===== src/rtl/fifo_wr_arbiter.sv =====
// Purpose : round-robin arbiter sharing the fifo3 byte write port between two producers.
// Latency : grant registered one edge after a request in IDLE; ack/w_en combinational in the granted cycle.
// Backpres: fifo_full stalls the owner (holds grant, no beat); a producer holds req until acked.
//
// Ports:
//   clk, rst_n                  clock, asynchronous active-low reset
//   req0/data0/ack0             producer 0 request, byte, combinational accept
//   req1/data1/ack1             producer 1 request, byte, combinational accept
//   fifo_full                   fifo3 full flag (write is suppressed while high)
//   fifo_w_en / fifo_data_w     fifo3 write strobe and byte, muxed from the owner
//   owner                       registered grant: 00 none, 01 producer 0, 10 producer 1
//   cnt0 / cnt1                 registered wrapping counts of accepted bytes
module fifo_wr_arbiter #(
    parameter int BURST = 4,
    parameter int CW    = 16
) (
    input  logic          clk,
    input  logic          rst_n,
    input  logic          req0,
    input  logic [7:0]    data0,
    output logic          ack0,
    input  logic          req1,
    input  logic [7:0]    data1,
    output logic          ack1,
    input  logic          fifo_full,
    output logic          fifo_w_en,
    output logic [7:0]    fifo_data_w,
    output logic [1:0]    owner,
    output logic [CW-1:0] cnt0,
    output logic [CW-1:0] cnt1
);

    localparam int BW = $clog2(BURST + 1);
    localparam logic [BW-1:0] BURST_B  = BW'(BURST);
    localparam logic [BW-1:0] BURST_M1 = BW'(BURST - 1);

    // Encoding doubles as the owner output.
    typedef enum logic [1:0] {
        IDLE   = 2'b00,
        SERVE0 = 2'b01,
        SERVE1 = 2'b10
    } state_e;

    state_e         state_q, state_d;
    logic           last_q, last_d;
    logic [BW-1:0]  beats_q, beats_d;
    logic [CW-1:0]  cnt0_q, cnt0_d;
    logic [CW-1:0]  cnt1_q, cnt1_d;

    // Owner-relative views of the two producers; sel picks producer 1.
    logic       sel;
    logic       req_own;
    logic       req_oth;
    logic [7:0] data_own;
    logic       xfer;
    logic       done;

    assign sel      = (state_q == SERVE1);
    assign req_own  = sel ? req1 : req0;
    assign req_oth  = sel ? req0 : req1;
    assign data_own = sel ? data1 : data0;

    // A stalled owner (full) keeps its grant; the burst limit blocks a
    // further byte even if the exit somehow has not happened yet.
    assign xfer = (state_q == SERVE0 || state_q == SERVE1) && req_own &&
                  !fifo_full && (beats_q < BURST_B);

    // Grant ends when the owner lets go, or this byte completes the burst.
    assign done = !req_own || (xfer && (beats_q == BURST_M1));

    always_comb begin
        state_d     = state_q;
        last_d      = last_q;
        beats_d     = beats_q;
        cnt0_d      = cnt0_q;
        cnt1_d      = cnt1_q;
        ack0        = 1'b0;
        ack1        = 1'b0;
        fifo_w_en   = 1'b0;
        fifo_data_w = 8'h00;

        case (state_q)
            IDLE: begin
                // On a tie, the producer that was not served last wins.
                if (req0 && (!req1 || last_q)) begin
                    state_d = SERVE0;
                    beats_d = '0;
                end else if (req1) begin
                    state_d = SERVE1;
                    beats_d = '0;
                end
            end

            SERVE0, SERVE1: begin
                if (xfer) begin
                    fifo_w_en   = 1'b1;
                    fifo_data_w = data_own;
                    beats_d     = beats_q + BW'(1);
                    if (sel) begin
                        ack1   = 1'b1;
                        cnt1_d = cnt1_q + CW'(1);
                    end else begin
                        ack0   = 1'b1;
                        cnt0_d = cnt0_q + CW'(1);
                    end
                end

                if (done) begin
                    last_d  = sel;
                    beats_d = '0;
                    // Hand straight over to a waiting rival, otherwise
                    // re-grant the same producer with no bubble.
                    if (req_oth) begin
                        state_d = sel ? SERVE0 : SERVE1;
                    end else if (req_own) begin
                        state_d = state_q;
                    end else begin
                        state_d = IDLE;
                    end
                end
            end

            default: begin
                state_d = IDLE;
                beats_d = '0;
            end
        endcase
    end

    always_ff @(posedge clk or negedge rst_n) begin
        if (!rst_n) begin
            state_q <= IDLE;
            last_q  <= 1'b1;
            beats_q <= '0;
            cnt0_q  <= '0;
            cnt1_q  <= '0;
        end else begin
            state_q <= state_d;
            last_q  <= last_d;
            beats_q <= beats_d;
            cnt0_q  <= cnt0_d;
            cnt1_q  <= cnt1_d;
        end
    end

    assign owner = state_q;
    assign cnt0  = cnt0_q;
    assign cnt1  = cnt1_q;

endmodule


===== config.mk =====
export PLATFORM = sky130hd
export DESIGN_NAME = fifo_wr_arbiter
export DESIGN_NICKNAME = d
export VERILOG_FILES = /design/src/rtl/fifo_wr_arbiter.sv
export SDC_FILE = /design/constraint.sdc
export NUM_CORES = 1
export LEC_CHECK = 0
export CORE_AREA = 5 5 71 73
export DETAILED_ROUTE_END_ITERATION = 6
export DIE_AREA = 0 0 76 78
export GPL_TIMING_DRIVEN = 0
export PLACE_DENSITY = 0.9
export SYNTH_ARGS = -nofsm -noshare
export SYNTH_HDL_FRONTEND = slang
export SYNTH_SLANG_ARGS = --single-unit

===== constraint.sdc =====
create_clock -name clk -period 4.8 [get_ports clk]
set_input_delay 0.48 -clock clk [delete_from_list [all_inputs] [get_ports clk]]
set_output_delay 0.48 -clock clk [all_outputs]
set_load 0.005 [all_outputs]

==> flow_metrics.env, run 1 <==
export IMPL_hold_class="in2async"
export IMPL_clockRootBuffer="clkbuf_8"
export IMPL_crit_type="reg2out"
export IMPL_grt_first_pass_wirelength_um=7870
export IMPL_peakVddDrop_v=0.000195
export IMPL_grt_overflow=0
export IMPL_drtIter0Drc=63
export IMPL_antenna_cells=0
export IMPL_finalMaxSlewViolations=0
export IMPL_clk_latency_ns=0.28
export IMPL_cts_buffer_depth=2
export IMPL_setup_tns_ns=0
export IMPL_critPathRequiredTime_ns=4.32
export IMPL_die_h_um=78
export IMPL_max_clock_freq_mhz=310
export IMPL_synth_area_leaders="dfrtp_1 46%, xnor2_1 8.7%, ha_1 4.4%, xor2_1 4.4%, a22o_1 3.5%"
export IMPL_slew_headroom=0.447
export IMPL_ios=66
export IMPL_drive_above_1_share=0.0891
export IMPL_power_density_nw_per_um2=368
export IMPL_fin_area_um2=2800
export IMPL_ys_ff_latch=38
export IMPL_drc=0
export IMPL_worstMarginPinSlew_ns=0.830
export IMPL_ctsHoldBuffers=0
export IMPL_pre_cts_slack_ns=1.65
export IMPL_ys_top_cells_by_count="37 x dfrtp_1, 20 x xnor2_1, 11 x nand2_1, 11 x nor2_1, 10 x xor2_1"
export IMPL_cts_sinks=38
export IMPL_core_area_um2=4290
export IMPL_finalCritPeriodShare=0.672
export IMPL_antenna_found_initial=0
export IMPL_wl_met2_um=2320
export IMPL_track_usage=0.160
export IMPL_numCtsBuffers=5
export IMPL_setup_viol=0
export IMPL_vias=1676
export IMPL_synth_top_area_share=0.461
export IMPL_post_cts_buffers=0
export IMPL_wl_met3_um=345
export IMPL_maxCapViolations=0
export IMPL_fin_ws_ns=1.57
export IMPL_synth_cell_types=39
export IMPL_timing_rr_start="owner[0]$_DFFE_PN0P_"
export IMPL_avgSynthCellArea_um2=10.8
export IMPL_r2r_slack_ns=2.66
export IMPL_h_tree_depth=2
export IMPL_syn_nets=214
export IMPL_period_minus_slack_ns=3.23
export IMPL_syn_cell_area_um2=2010
export IMPL_postCtsResizedCells=0
export IMPL_start_util=0.468
export IMPL_synth_edf_count=0
export IMPL_final_cells=310
export IMPL_wl_met1_um=1890
export IMPL_reg2regPathDepth=7
export IMPL_cp_max_fo=10
export IMPL_gp_congestion=0.738
export IMPL_top_layer="met4"
export IMPL_finalClockSkew_ns=0.00503
export IMPL_start_kind="register"
export IMPL_fin_util=0.652
export IMPL_dp_hpwl_um=3560
export IMPL_synth_ff_type="dfrtp_1"
export IMPL_hold_viol=0
export IMPL_arrival_ns=2.75
export IMPL_dieWidth_um=76
export IMPL_grt_max_degree=39
export IMPL_syn2layout_area_growth_pct=39.4
export IMPL_p_leak_nw=1.21
export IMPL_port_buffers=64
export IMPL_nets=285
export IMPL_cts_tree="built"
export IMPL_async_flop_share=1.00
export IMPL_status="finished, final reports clean"
export IMPL_routed_wl_um=4590
export IMPL_clk_pin_slew_ns=0.07
export IMPL_dp_cells=302
export IMPL_synth_most_common_cell="dfrtp_1"
export IMPL_grt_pass1_vias=1691
export IMPL_ys_seq_area_frac=0.474
export IMPL_die_area_um2=5930
export IMPL_dpl_cell_area_um2=2710
export IMPL_rsz0062_at_grt="false"
export IMPL_ys_warn_count=0
export IMPL_endpoint_kind="primary output"
export IMPL_timing_rr_end="cnt1[2]$_DFFE_PN0P_"
export IMPL_final_antenna_net_count=0
export IMPL_viasPerCell=5.41
export IMPL_yosys_area_top_type="dfrtp_1"
export IMPL_drt_first_pass_iters=4
export IMPL_rows=24
export IMPL_syn_inst=186
export IMPL_wl_per_cell_um=14.8
[area by class of cell]
cell class	count	area [um^2]
inverter	8	30.0
sequential	38	952
multi-input combinational	135	1000
tap	52	65.1
buffer	5	23.8
fill	354	1490
clock buffer	7	86.3
timing repair buffer	64	636
clock inverter	1	5.00
[worst max-delay path by stage]
| stage | from | end | slack (ns) | cells after the start |
|---|---|---|---|---|
| 2_1_floorplan | owner[0]$_DFFE_PN0P_ | fifo_data_w[0] | 2.58 | 6 |
| 3_3_place_gp | fifo_full | fifo_data_w[5] | 1.69 | 6 |
| 3_5_place_dp | fifo_full | fifo_data_w[5] | 1.65 | 6 |
| 4_1_cts | owner[0]$_DFFE_PN0P_ | fifo_data_w[5] | 1.55 | 7 |
| 5_1_grt | owner[0]$_DFFE_PN0P_ | fifo_data_w[5] | 1.38 | 8 |
| 6_report | owner[0]$_DFFE_PN0P_ | fifo_data_w[5] | 1.57 | 7 |
[worst max-delay path, stage by stage (launching register included)]
cell and delay (ns):
dfrtp_1 0.39, inv_1 0.08, ha_1 0.37, or3b_4 0.48, nor2_4 0.25, buf_4 0.22
a22o_1 0.16, clkdlybuf4s50_1 0.51
[state kept, by name (all words and copies together), names as in the netlist]
name and count:
beats_q 3, owner 2, cnt1 16, last_q 1
cnt0 16
[logic make-up (layout without fill, tap and decap cells)]
group	count (synthesis)	count (layout)	share of synthesized area
AND/OR/NAND/NOR	72	72	0.225
multiplexers	5	5	0.0280
adder cells (fa/ha/maj)	7	7	0.0436
flip-flops	38	38	0.474
buffers and inverters	13	85	0.0268
XOR/XNOR	30	30	0.131
AO/OA/AOI/OAI	21	21	0.0722
[cell usage in the layout (no fill, tap or decap), types with 5 or more instances in the layout]
master / netlist / routed
nor2_1: 11 / 11
and4_1: 6 / 6
ha_1: 7 / 7
o21ai_0: 5 / 5
nand2_1: 11 / 11
dfrtp_1: 37 / 37
xor2_1: 10 / 10
inv_1: 8 / 8
nand3_1: 9 / 9
mux2_2: 5 / 5
a21oi_1: 5 / 5
a22o_1: 8 / 8
clkdlybuf4s50_1: 0 / 63
nand4_1: 9 / 9
xnor2_1: 20 / 20
clkbuf_8: 0 / 6
[layer usage]
metal / track usage / vias up
li1: - / 803
met1: 0.186 / 812
met5: 0 / -
met3: 0.0486 / 4
met4: 0.0338 / 0
met2: 0.288 / 57
[power breakdown]
part	leakage, nW	switching (W)	internal, W
Combinational	0.654	0.000180	0.000213
Clock	0.0482	0.000103	0.000116
Sequential	0.509	0.0000530	0.000367
[per-stage QoR]
stage,hold WS [ns],power [W]
after floorplan,0.184,0.000637
after global placement,0.456,0.000806
after detailed placement,0.462,0.000821
after CTS,0.334,0.00105
after global routing,0.369,0.00111
final,0.298,0.00103
(Power assumes the default switching activity.)
==> run 2, diff against run 1 <==
--- a/config.mk
+++ b/config.mk
@@ -5,11 +5,11 @@
 export SDC_FILE = /design/constraint.sdc
 export NUM_CORES = 1
 export LEC_CHECK = 0
-export CORE_AREA = 5 5 71 73
+export CORE_AREA = 5 5 73 75
 export DETAILED_ROUTE_END_ITERATION = 6
-export DIE_AREA = 0 0 76 78
+export DIE_AREA = 0 0 78 80
 export GPL_TIMING_DRIVEN = 0
-export PLACE_DENSITY = 0.9
+export PLACE_DENSITY = 0.86
 export SYNTH_ARGS = -nofsm -noshare
 export SYNTH_HDL_FRONTEND = slang
 export SYNTH_SLANG_ARGS = --single-unit
==> constraint.sdc (replaced) <==
create_clock -name clk -period 3.2 [get_ports clk]
set_input_delay 0.32 -clock clk [delete_from_list [all_inputs] [get_ports clk]]
set_output_delay 0.32 -clock clk [all_outputs]
set_load 0.005 [all_outputs]
==> run 2 against run 1 <==
Compared with the run above:
- critical path depth did not move
- setup slack got worse by 1.4 ns
- via count fell by 1.8%
- total power rose by 48%
- final cell count did not move
- wire length fell by 1.1%
- clock power rose by 46%
==> flow_metrics.env, run 2 (synthesized netlist as in run 1, its figures left out) <==
export IMPL_status="finished, final reports clean"
export IMPL_drt_first_pass_iters=4
export IMPL_critPathRequiredTime_ns=2.88
export IMPL_cp_startpoint="owner[0]$_DFFE_PN0P_"
export IMPL_core_area_um2=4600
export IMPL_clk_latency_ns=0.29
export IMPL_drtIter0Drc=60
export IMPL_numCtsBuffers=5
export IMPL_antenna_cells=0
export IMPL_totalPowerFinal_w=0.00153
export IMPL_final_antenna_net_count=0
export IMPL_final_seq_area_um2=952
export IMPL_port_buffers=64
export IMPL_timing_rr_start="owner[0]$_DFFE_PN0P_"
export IMPL_nets=285
export IMPL_hold_class="in2async"
export IMPL_antenna_found_initial=0
export IMPL_worstMarginPinSlew_ns=0.824
export IMPL_die_area_um2=6240
export IMPL_hold_viol=0
export IMPL_drc=0
export IMPL_clockRootBuffer="clkbuf_8"
export IMPL_finalClockSkew_ns=0.00674
export IMPL_setup_tns_ns=0
export IMPL_fillCellCount=418
export IMPL_dpl_cell_area_um2=2710
export IMPL_h_tree_depth=2
export IMPL_ios=66
export IMPL_dp_hpwl_um=3560
export IMPL_max_clock_freq_mhz=326
export IMPL_routed_wl_um=4540
export IMPL_cts_buffer_depth=2
export IMPL_setup_viol=0
export IMPL_fin_area_um2=2800
export IMPL_finalMaxSlewViolations=0
export IMPL_cts_tree="built"
export IMPL_start_kind="register"
export IMPL_syn2layout_area_growth_pct=39.2
export IMPL_postCtsResizedCells=0
export IMPL_rows=25
export IMPL_layout_common_cells="63 x clkdlybuf4s50_1, 37 x dfrtp_1, 20 x xnor2_1"
export IMPL_peakVddDrop_v=0.000355
export IMPL_period_minus_slack_ns=3.07
export IMPL_endpoint_kind="primary output"
export IMPL_grt_first_pass_wirelength_um=7530
export IMPL_viasPerCell=5.31
export IMPL_fin_util=0.608
export IMPL_power_density_nw_per_um2=548
export IMPL_gp_congestion=0.741
export IMPL_maxCapViolations=0
export IMPL_wl_per_cell_um=14.6
export IMPL_rsz0062_at_grt="false"
export IMPL_grt_max_degree=39
export IMPL_ctsHoldBuffers=0
export IMPL_final_common_cell="clkdlybuf4s50_1"
export IMPL_p_leak_nw=1.21
export IMPL_track_usage=0.153
export IMPL_finalCritPeriodShare=0.960
export IMPL_dieWidth_um=78
export IMPL_clk_pin_slew_ns=0.07
export IMPL_drive_above_1_share=0.0859
export IMPL_crit_type="reg2out"
export IMPL_start_util=0.437
export IMPL_grt_overflow=0
export IMPL_cts_sinks=38
export IMPL_post_cts_buffers=0
export IMPL_die_h_um=80
export IMPL_grt_pass1_vias=1574
export IMPL_vias=1645
export IMPL_multiInputGateArea_um2=1000
export IMPL_cp_max_fo=10
export IMPL_slew_headroom=0.450
export IMPL_arrival_ns=2.75
==> run 2: area by class of cell <==
| type | instances | area share |
|---|---|---|
| multi-input cells | 135 | 0.359 |
| flip-flops and latches | 38 | 0.340 |
| repair buffers | 64 | 0.227 |
| clock buffers | 6 | 0.0295 |
| well taps | 54 | 0.0242 |
| inverters | 8 | 0.0107 |
| plain buffers | 5 | 0.00939 |
==> run 2: critical path, stage by stage (launching register included) <==
cell and delay [ns]:
dfrtp_1 0.38, inv_1 0.08, ha_1 0.38, or3b_4 0.48, nor2_4 0.24, buf_4 0.22
a22o_1 0.17, clkdlybuf4s50_1 0.51
==> run 2: stage by stage <==
stage | hold WS (ns) | setup slack, ns | std cells
2_1_floorplan | 0.0244 | 1.14 | 186
3_3_place_gp | 0.459 | 0.371 | 304
3_5_place_dp | 0.463 | 0.366 | 304
4_1_cts | 0.156 | 0.0792 | 310
5_1_grt | 0.207 | 0.0246 | 310
6_report | 0.127 | 0.128 | 310
==> run 2: final timing paths <==
| kind | to | slack [ns] | cells after the start |
|---|---|---|---|
| max | fifo_data_w[3] | 0.13 | 7 |
| min reg2reg | cnt1[15]$_DFFE_PN0P_ | 0.48 | 1 |
| min | cnt0[3]$_DFFE_PN0P_ | 0.13 | 1 |
| max in group asynchronous | cnt0[15]$_DFFE_PN0P_ | 2.55 | 1 |
| min in group clk | cnt1[15]$_DFFE_PN0P_ | 0.48 | 1 |
| max reg2reg | cnt0[15]$_DFFE_PN0P_ | 1.03 | 6 |
==> run 2: per-layer routing <==
layer	track usage	vias to the layer above	wire (um)
met5	0	-	0
met4	0.0473	0	60
met3	0.0609	7	377
met2	0.256	49	2200
met1	0.180	794	1900
li1	-	795	-
==> run 2: power by group <==
part	switching (W)	total [W]	internal (W)
clock	0.000154	0.000320	0.000166
sequential	0.0000753	0.000626	0.000550
combinational	0.000266	0.000586	0.000320
==> run 3, diff against run 2 <==
--- a/config.mk
+++ b/config.mk
@@ -5,6 +5,7 @@
 export SDC_FILE = /design/constraint.sdc
 export NUM_CORES = 1
 export LEC_CHECK = 0
+export CAP_MARGIN = 20
 export CORE_AREA = 5 5 73 75
 export DETAILED_ROUTE_END_ITERATION = 6
 export DIE_AREA = 0 0 78 80
==> results of run 3 <==
Final layout, timing and power as in run 2 (identical DEF).
